==> config.mk <==
export PLATFORM = sky130hd
export DESIGN_NAME = ccd_edge_post
export DESIGN_NICKNAME = d
export VERILOG_FILES = /design/src/rtl/ccd_edge_pkg.sv /design/src/rtl/mag_sat.sv /design/src/rtl/ccd_edge_post.sv
export SDC_FILE = /design/constraint.sdc
export NUM_CORES = 1
export LEC_CHECK = 0
export CAP_MARGIN = 20
export CELL_PAD_IN_SITES_DETAIL_PLACEMENT = 0
export CELL_PAD_IN_SITES_GLOBAL_PLACEMENT = 1
export CORE_UTILIZATION = 40
export DETAILED_ROUTE_END_ITERATION = 12
export PLACE_DENSITY_LB_ADDON = 0.25
export SKIP_LAST_GASP = 1
export SYNTH_ARGS = -nofsm -noshare
export SYNTH_HDL_FRONTEND = slang
export SYNTH_SLANG_ARGS = --single-unit
==> constraint.sdc <==
create_clock -name clk -period 3 [get_ports clk]
set_input_delay 0.75 -clock clk [delete_from_list [all_inputs] [get_ports clk]]
set_output_delay 0.75 -clock clk [all_outputs]
set_load 0.02 [all_outputs]
==> src/rtl/ccd_edge_pkg.sv <==
`default_nettype none
// ============================================================================
// Module      : ccd_edge_pkg
// Description : Shared widths, limits and pipeline tag types for the CCD
//               edge post-filter stage.
// Revision    : 1.0 - initial release
// ============================================================================
package ccd_edge_pkg;

    localparam int PIX_W        = 10;
    localparam int RES_W        = 24;
    localparam int CNT_W        = 20;
    localparam int SHIFT_W      = 4;
    localparam int DEF_H_ACTIVE = 640;
    localparam int DEF_V_ACTIVE = 480;

    localparam logic [PIX_W-1:0] PIX_MAX = 10'd1023;

    // Position attributes that travel alongside each sample.
    typedef struct packed {
        logic valid;
        logic start;
        logic last;
        logic border;
    } pos_tag_t;

    typedef struct packed {
        logic [PIX_W-1:0] threshold;
        logic             binary_mode;
    } dec_cfg_t;

    function automatic logic [CNT_W-1:0] sat_inc(input logic [CNT_W-1:0] v,
                                                 input logic             inc);
        if (inc && (v != {CNT_W{1'b1}}))
            return v + CNT_W'(1);
        return v;
    endfunction

endpackage
`default_nettype wire

==> src/rtl/mag_sat.sv <==
`default_nettype none
// ============================================================================
// Module      : mag_sat
// Description : Absolute value with saturation, then right-shift and clamp
//               to the pixel range. Two register stages.
// Revision    : 1.0 - initial release
// ============================================================================
module mag_sat
    import ccd_edge_pkg::*;
(
    input  logic               clk,
    input  logic               rst,
    input  logic [RES_W-1:0]   i_result,
    input  logic [SHIFT_W-1:0] i_shift,
    output logic [PIX_W-1:0]   o_scaled
);

    logic [RES_W-1:0] w_mag;
    logic [RES_W-1:0] r_mag;
    logic [RES_W-1:0] w_shifted;
    logic [PIX_W-1:0] w_clamped;
    logic [PIX_W-1:0] r_scaled;

    always_comb begin
        w_mag = i_result;
        if (i_result[RES_W-1]) begin
            // The most negative code has no positive twin; pin it to max.
            if (i_result[RES_W-2:0] == '0)
                w_mag = {1'b0, {(RES_W-1){1'b1}}};
            else
                w_mag = -i_result;
        end
    end

    // i_shift is expected to be aligned with r_mag, i.e. one cycle after i_result.
    always_comb begin
        w_shifted = r_mag >> i_shift;
        w_clamped = (|w_shifted[RES_W-1:PIX_W]) ? PIX_MAX : w_shifted[PIX_W-1:0];
    end

    always_ff @(posedge clk) begin
        if (rst) begin
            r_mag    <= '0;
            r_scaled <= '0;
        end else begin
            r_mag    <= w_mag;
            r_scaled <= w_clamped;
        end
    end

    assign o_scaled = r_scaled;

endmodule
`default_nettype wire

==> src/rtl/ccd_edge_post.sv <==
`default_nettype none
// ============================================================================
// Module      : ccd_edge_post
// Description : Converts 3x3 filter results into 10-bit edge magnitude or a
//               binary edge map, blanks the frame border, counts edges/frame.
// Revision    : 1.0 - initial release
// ============================================================================
module ccd_edge_post
    import ccd_edge_pkg::*;
#(
    parameter int H_ACTIVE = DEF_H_ACTIVE,
    parameter int V_ACTIVE = DEF_V_ACTIVE
) (
    input  logic               clk,
    input  logic               aclr,
    input  logic               data_valid_in,
    input  logic               frame_sync,
    input  logic [RES_W-1:0]   result,
    input  logic [SHIFT_W-1:0] shift,
    input  logic [PIX_W-1:0]   threshold,
    input  logic               binary_mode,
    output logic [PIX_W-1:0]   pixel_out,
    output logic               edge_out,
    output logic               data_valid_out,
    output logic               frame_end,
    output logic [CNT_W-1:0]   edge_count,
    output logic               edge_count_valid
);

    localparam int COL_W = (H_ACTIVE > 1) ? $clog2(H_ACTIVE) : 1;
    localparam int ROW_W = (V_ACTIVE > 1) ? $clog2(V_ACTIVE) : 1;
    localparam logic [COL_W-1:0] c_COL_LAST = COL_W'(H_ACTIVE - 1);
    localparam logic [ROW_W-1:0] c_ROW_LAST = ROW_W'(V_ACTIVE - 1);

    logic [COL_W-1:0]   r_col, w_col, w_col_nxt;
    logic [ROW_W-1:0]   r_row, w_row, w_row_nxt;
    logic               w_start, w_last, w_border;

    logic [SHIFT_W-1:0] r_sh_shift, w_shift_eff;
    dec_cfg_t           r_sh_cfg, w_cfg_eff;

    pos_tag_t           r_tag1, r_tag2;
    logic [SHIFT_W-1:0] r_shift1;
    dec_cfg_t           r_cfg1, r_cfg2;

    logic [PIX_W-1:0]   w_scaled;
    logic               w_edge;
    logic [PIX_W-1:0]   w_pix;
    logic [CNT_W-1:0]   r_cnt, w_cnt_nxt;
    logic               w_frame_done;

    logic [PIX_W-1:0]   r_pixel_out;
    logic               r_edge_out;
    logic               r_data_valid_out;
    logic               r_frame_end;
    logic [CNT_W-1:0]   r_edge_count;

    // ---------------- position tracking ----------------
    always_comb begin
        w_col    = frame_sync ? '0 : r_col;
        w_row    = frame_sync ? '0 : r_row;
        w_start  = (w_col == '0) && (w_row == '0);
        w_last   = (w_col == c_COL_LAST) && (w_row == c_ROW_LAST);
        w_border = (w_col == '0) || (w_col == c_COL_LAST) ||
                   (w_row == '0) || (w_row == c_ROW_LAST);
        w_col_nxt = w_col + COL_W'(1);
        w_row_nxt = w_row;
        if (w_col == c_COL_LAST) begin
            w_col_nxt = '0;
            w_row_nxt = (w_row == c_ROW_LAST) ? '0 : w_row + ROW_W'(1);
        end
    end

    always_ff @(posedge clk) begin
        if (aclr) begin
            r_col <= '0;
            r_row <= '0;
        end else if (data_valid_in) begin
            r_col <= w_col_nxt;
            r_row <= w_row_nxt;
        end
    end

    // ---------------- config shadow ----------------
    // The frame's first sample already sees the new values, so bypass the shadow.
    always_comb begin
        w_shift_eff           = w_start ? shift : r_sh_shift;
        w_cfg_eff.threshold   = w_start ? threshold : r_sh_cfg.threshold;
        w_cfg_eff.binary_mode = w_start ? binary_mode : r_sh_cfg.binary_mode;
    end

    always_ff @(posedge clk) begin
        if (aclr) begin
            r_sh_shift <= '0;
            r_sh_cfg   <= '0;
        end else if (data_valid_in && w_start) begin
            r_sh_shift <= shift;
            r_sh_cfg   <= w_cfg_eff;
        end
    end

    // ---------------- stage 1/2 tag pipeline ----------------
    always_ff @(posedge clk) begin
        if (aclr) begin
            r_tag1   <= '0;
            r_tag2   <= '0;
            r_shift1 <= '0;
            r_cfg1   <= '0;
            r_cfg2   <= '0;
        end else begin
            r_tag1.valid  <= data_valid_in;
            r_tag1.start  <= w_start;
            r_tag1.last   <= w_last;
            r_tag1.border <= w_border;
            r_shift1      <= w_shift_eff;
            r_cfg1        <= w_cfg_eff;
            r_tag2        <= r_tag1;
            r_cfg2        <= r_cfg1;
        end
    end

    mag_sat u_mag_sat (
        .clk      (clk),
        .rst      (aclr),
        .i_result (result),
        .i_shift  (r_shift1),
        .o_scaled (w_scaled)
    );

    // ---------------- stage 3 decision and statistics ----------------
    always_comb begin
        w_edge = r_tag2.valid && !r_tag2.border && (w_scaled >= r_cfg2.threshold);
        if (r_tag2.border || !r_tag2.valid)
            w_pix = '0;
        else if (r_cfg2.binary_mode)
            w_pix = w_edge ? PIX_MAX : '0;
        else
            w_pix = w_scaled;
        // A (0,0) sample restarts the count, which also discards an aborted frame.
        w_cnt_nxt    = sat_inc(r_tag2.start ? '0 : r_cnt, w_edge);
        w_frame_done = r_tag2.valid && r_tag2.last;
    end

    always_ff @(posedge clk) begin
        if (aclr) begin
            r_pixel_out      <= '0;
            r_edge_out       <= 1'b0;
            r_data_valid_out <= 1'b0;
            r_frame_end      <= 1'b0;
            r_edge_count     <= '0;
            r_cnt            <= '0;
        end else begin
            r_pixel_out      <= w_pix;
            r_edge_out       <= w_edge;
            r_data_valid_out <= r_tag2.valid;
            r_frame_end      <= w_frame_done;
            if (r_tag2.valid) begin
                if (r_tag2.last) begin
                    r_edge_count <= w_cnt_nxt;
                    r_cnt        <= '0;
                end else begin
                    r_cnt        <= w_cnt_nxt;
                end
            end
        end
    end

    assign pixel_out        = r_pixel_out;
    assign edge_out         = r_edge_out;
    assign data_valid_out   = r_data_valid_out;
    assign frame_end        = r_frame_end;
    assign edge_count_valid = r_frame_end;
    assign edge_count       = r_edge_count;

endmodule
`default_nettype wire

==> impl_metrics.py <==
metrics = {
    "sta": {
        "fin_crit_ns": 2.70,
        "fin_crit_sh_pct": 90.1,
        "maxSlewHeadroom_pct": 49.6,
        "tightest_slew_ns": 0.756,
        "layout_setup_ws_ns": 0.298,
        "clock_skew_ns": 0.00609,
        "setup_viol": 0,
        "fmax_ghz": 0.370,
        "maxSlewViolCount": 0,
        "hold_viol": 0,
        "rsz0062_at_grt": "false",
    },
    "power": {
        "p_leak_nw": 3.94,
        "p_per_area_nw_per_um2": 485,
        "peakVddDrop_mv": 0.359,
    },
    "route": {
        "vias": 7758,
        "viasPerCell": 5.55,
        "wl_per_cell_microns": 15.8,
        "routed_wl_mm": 22.1,
        "first_pass_iters": 5,
        "drc": 0,
        "detail-route-antenna-nets": 0,
        "drt_iter0_drc": 722,
    },
    "logic_synthesis": {
        "synth_edf_count": 0,
        "seq_area_frac_synth_pct": 36.6,
        "synth_fa_ha_area_share_pct": 2.36,
        "synth_mux_area_share_pct": 8.11,
        "synth_compound_area_share_pct": 18.9,
        "synth-xor-area-share_pct": 1.97,
        "synthFlopType": "dfxtp_1",
        "ys_types": 80,
        "synth_cells": 1024,
        "syn-num-nets": 1083,
        "synth_seq_cells": 155,
        "yosys.area_share.simple_pct": 27.4,
        "synth_area_sq_um": 8470,
        "ys_warn_count": 0,
        "synth_top_family_by_area": "simple AND/OR/NAND/NOR gates",
        "synth_area_per_cell_sq_um": 8.27,
        "async_flop_share_pct": 0,
    },
    "cells_and_area": {
        "n_fill_cell": 2005,
        "final_core_util_pct": 50.8,
        "diodes": 0,
        "multi_input_area_sq_um": 4990,
        "areaGrowthSynthToFinish_pct": 22.9,
        "final_common_cell": "dfxtp_1",
        "nets": 1175,
        "regArea_sq_um": 3100,
        "final_cell_area_sq_um": 10400,
        "layout_common_cells": "154 x dfxtp_1, 92 x nor2_1, 89 x nand2_1",
        "drive_gt1_share_pct": 11.8,
    },
    "cts": {
        "cts_tree": "yes",
        "cts-hold-fix-buffers": 0,
        "clock_sinks": 155,
        "ctsResizeCount": 0,
        "cts-root-buf": "clkbuf_16",
        "post_cts_buffers": 0,
        "clock_latency_ns": 0.43,
        "h-tree-depth": 4,
        "clk_path_buf_depth": 2,
        "clkTransAtPathRegs_ns": 0.06,
        "cts-buffers-inserted": 17,
    },
    "worst_hold_path": {
        "min_to": "r_tag2[1]$_SDFF_PP0_",
        "hold_start": "r_tag1[1]$_SDFF_PP0_",
        "hold_path_depth": 1,
        "holdCritPathClass": "register to register",
    },
    "place": {
        "preCtsSetupSlack_ns": -0.0558,
        "gp_congestion": 0.887,
        "dp_hpwl_mm": 15.7,
        "io_buffer_count": 76,
        "dpl_cell_area_sq_um": 9810,
    },
    "die": {
        "row_count": 52,
        "core-area_sq_um": 20500,
        "die_height_microns": 147,
        "fp.dieW_microns": 147,
        "num_io_pins": 77,
        "initial_utilization_pct": 41.3,
        "die_area_sq_um": 21800,
    },
    "worst_setup_path": {
        "critPathLaunchType": "register",
        "arrival_ns": 3.07,
        "rr_startpoint": "r_tag2[2]$_SDFF_PP0_",
        "cp_max_fo": 9,
        "required_ns": 3.37,
        "rrSetupSlack_ns": 0.30,
        "worstPathCellList": "nor2b_1 > ha_1 > nand2_1 > nor3_2 > a2111oi_1 > o21ai_2 > or4_1 > nand3_1",
        "end_kind": "register",
        "criticalPathCategory": "register to register",
        "r2r_cells": 8,
        "path_buf_inv": 0,
        "r2r-end": "r_cnt[15]$_SDFFE_PP0P_",
        "cp_slowest_cell": "a2111oi_1",
        "max_stage_delay_ns": 0.64,
        "crit_family": "simple AND/OR/NAND/NOR gates",
    },
    "grt": {
        "antenna_found_initial": 0,
        "grt_max_degree": 118,
        "grt_pass1_wl_mm": 36.6,
        "grt_pass1_vias": 6982,
        "track_usage_pct": 20.8,
        "grt_remaining_overflow": 0,
    },
    "run_status": {
        "outcome": "complete, no violations",
    },
    "job": {
        "cap_violations": 0,
    },
}
worst max path at each step:
stage	endpoint	cells past startpoint	startpoint	slack [ns]
finish	r_cnt[15]$_SDFFE_PP0P_	8	r_tag2[2]$_SDFF_PP0_	0.30
detailed placement	u_mag_sat.r_mag[13]$_SDFF_PP0_	7	result[9]	-0.06
global placement	u_mag_sat.r_mag[0]$_SDFF_PP0_	7	result[9]	-0.03
floorplan	u_mag_sat.r_mag[10]$_SDFF_PP0_	7	result[9]	0.38
CTS	r_cnt[15]$_SDFFE_PP0P_	8	r_tag2[2]$_SDFF_PP0_	0.33
global route	edge_count[9]$_SDFFE_PP0P_	8	r_tag2[2]$_SDFF_PP0_	0.10
flip-flops by register name (all words and copies together), names as in the netlist:
signal,flops
r_col,10
r_row,9
r_cfg1,11
data_valid_out,1
edge_out,1
edge_count_valid,1
r_sh_cfg,11
edge_count,20
u_mag_sat.o_scaled,10
r_sh_shift,4
pixel_out,10
r_cfg2,11
u_mag_sat.r_mag,24
r_tag2,4
r_cnt,20
r_shift1,4
r_tag1,4
cell type report:
type                            instances  share of cell area (%)
Sequential cell                       155                    29.8
Clock buffer                           20                    4.39
Multi-Input combinational cell        774                    47.9
Clock inverter                         12                    1.32
Tap cell                              270                    3.25
Timing Repair Buffer                  140                    12.3
Inverter                               28                    1.01
per-stage QoR:
| step | power, mW | instances | TNS (ns) | hold slack, ns |
|---|---|---|---|---|
| after global routing | 5.26 | 1399 | 0 | 0.456 |
| after detailed placement | 2.91 | 1367 | -0.371 | 0.423 |
| after CTS | 5.08 | 1399 | 0 | 0.438 |
| final | 5.05 | 1399 | 0 | 0.436 |
| after global placement | 2.91 | 1367 | -0.130 | 0.418 |
| after floorplan | 2.65 | 1024 | 0 | 0.414 |
metal layers:
metal	global-route usage [%]	up-vias	share of wire (%)
li1	-	3940	-
met1	31.8	3563	52
met2	29.1	225	42
met3	3.49	30	4.9
met4	6.49	0	1.3
met5	0	-	0
Yosys cell counts (9+ instances only):
library cell	n	area (sq um)
dfxtp_1	155	3100
nor2_1	92	345
nand2_1	89	334
a21oi_1	75	375
nand3_1	51	255
clkbuf_1	46	173
mux2i_1	45	450
o21ai_0	42	210
nor2b_1	39	244
nand2b_1	38	238
inv_1	26	97.6
nor3_1	19	95.1
ha_1	16	200
nand4_1	15	93.8
nor4_1	15	93.8
and3_1	14	87.6
o211ai_1	13	97.6
or4_1	13	97.6
xor2_1	13	114
a211oi_1	12	90.1
a311oi_1	12	105
or3_1	12	75.1
o31ai_1	11	82.6
buf_1	10	37.5
mux2_2	9	101
power by group:
part / internal, mW / switching (mW) / leakage, nW
combinational: 0.301 / 0.354 / 2.38
sequential: 2.14 / 0.0806 / 1.27
clock: 1.28 / 0.899 / 0.287
total: 3.72 / 1.33 / 3.94
worst register-to-register path, delay by kind of cell, from the launching register on:
kind / cells / cell delay, ns
AND/OR/NAND/NOR: 5 / 1.02
AO/OA/AOI/OAI: 2 / 0.91
flip-flops: 1 / 0.47
adder cells (fa/ha/maj): 1 / 0.25
logic make-up after synthesis:
| group | Yosys count |
|---|---|
| flops | 155 |
| fa+ha+maj | 16 |
| xor+xnor | 19 |
| compound gates | 240 |
| mux | 60 |
| simple gates | 439 |
| buf+inv | 95 |
Note: power is estimated with default switching activity, not from simulation.
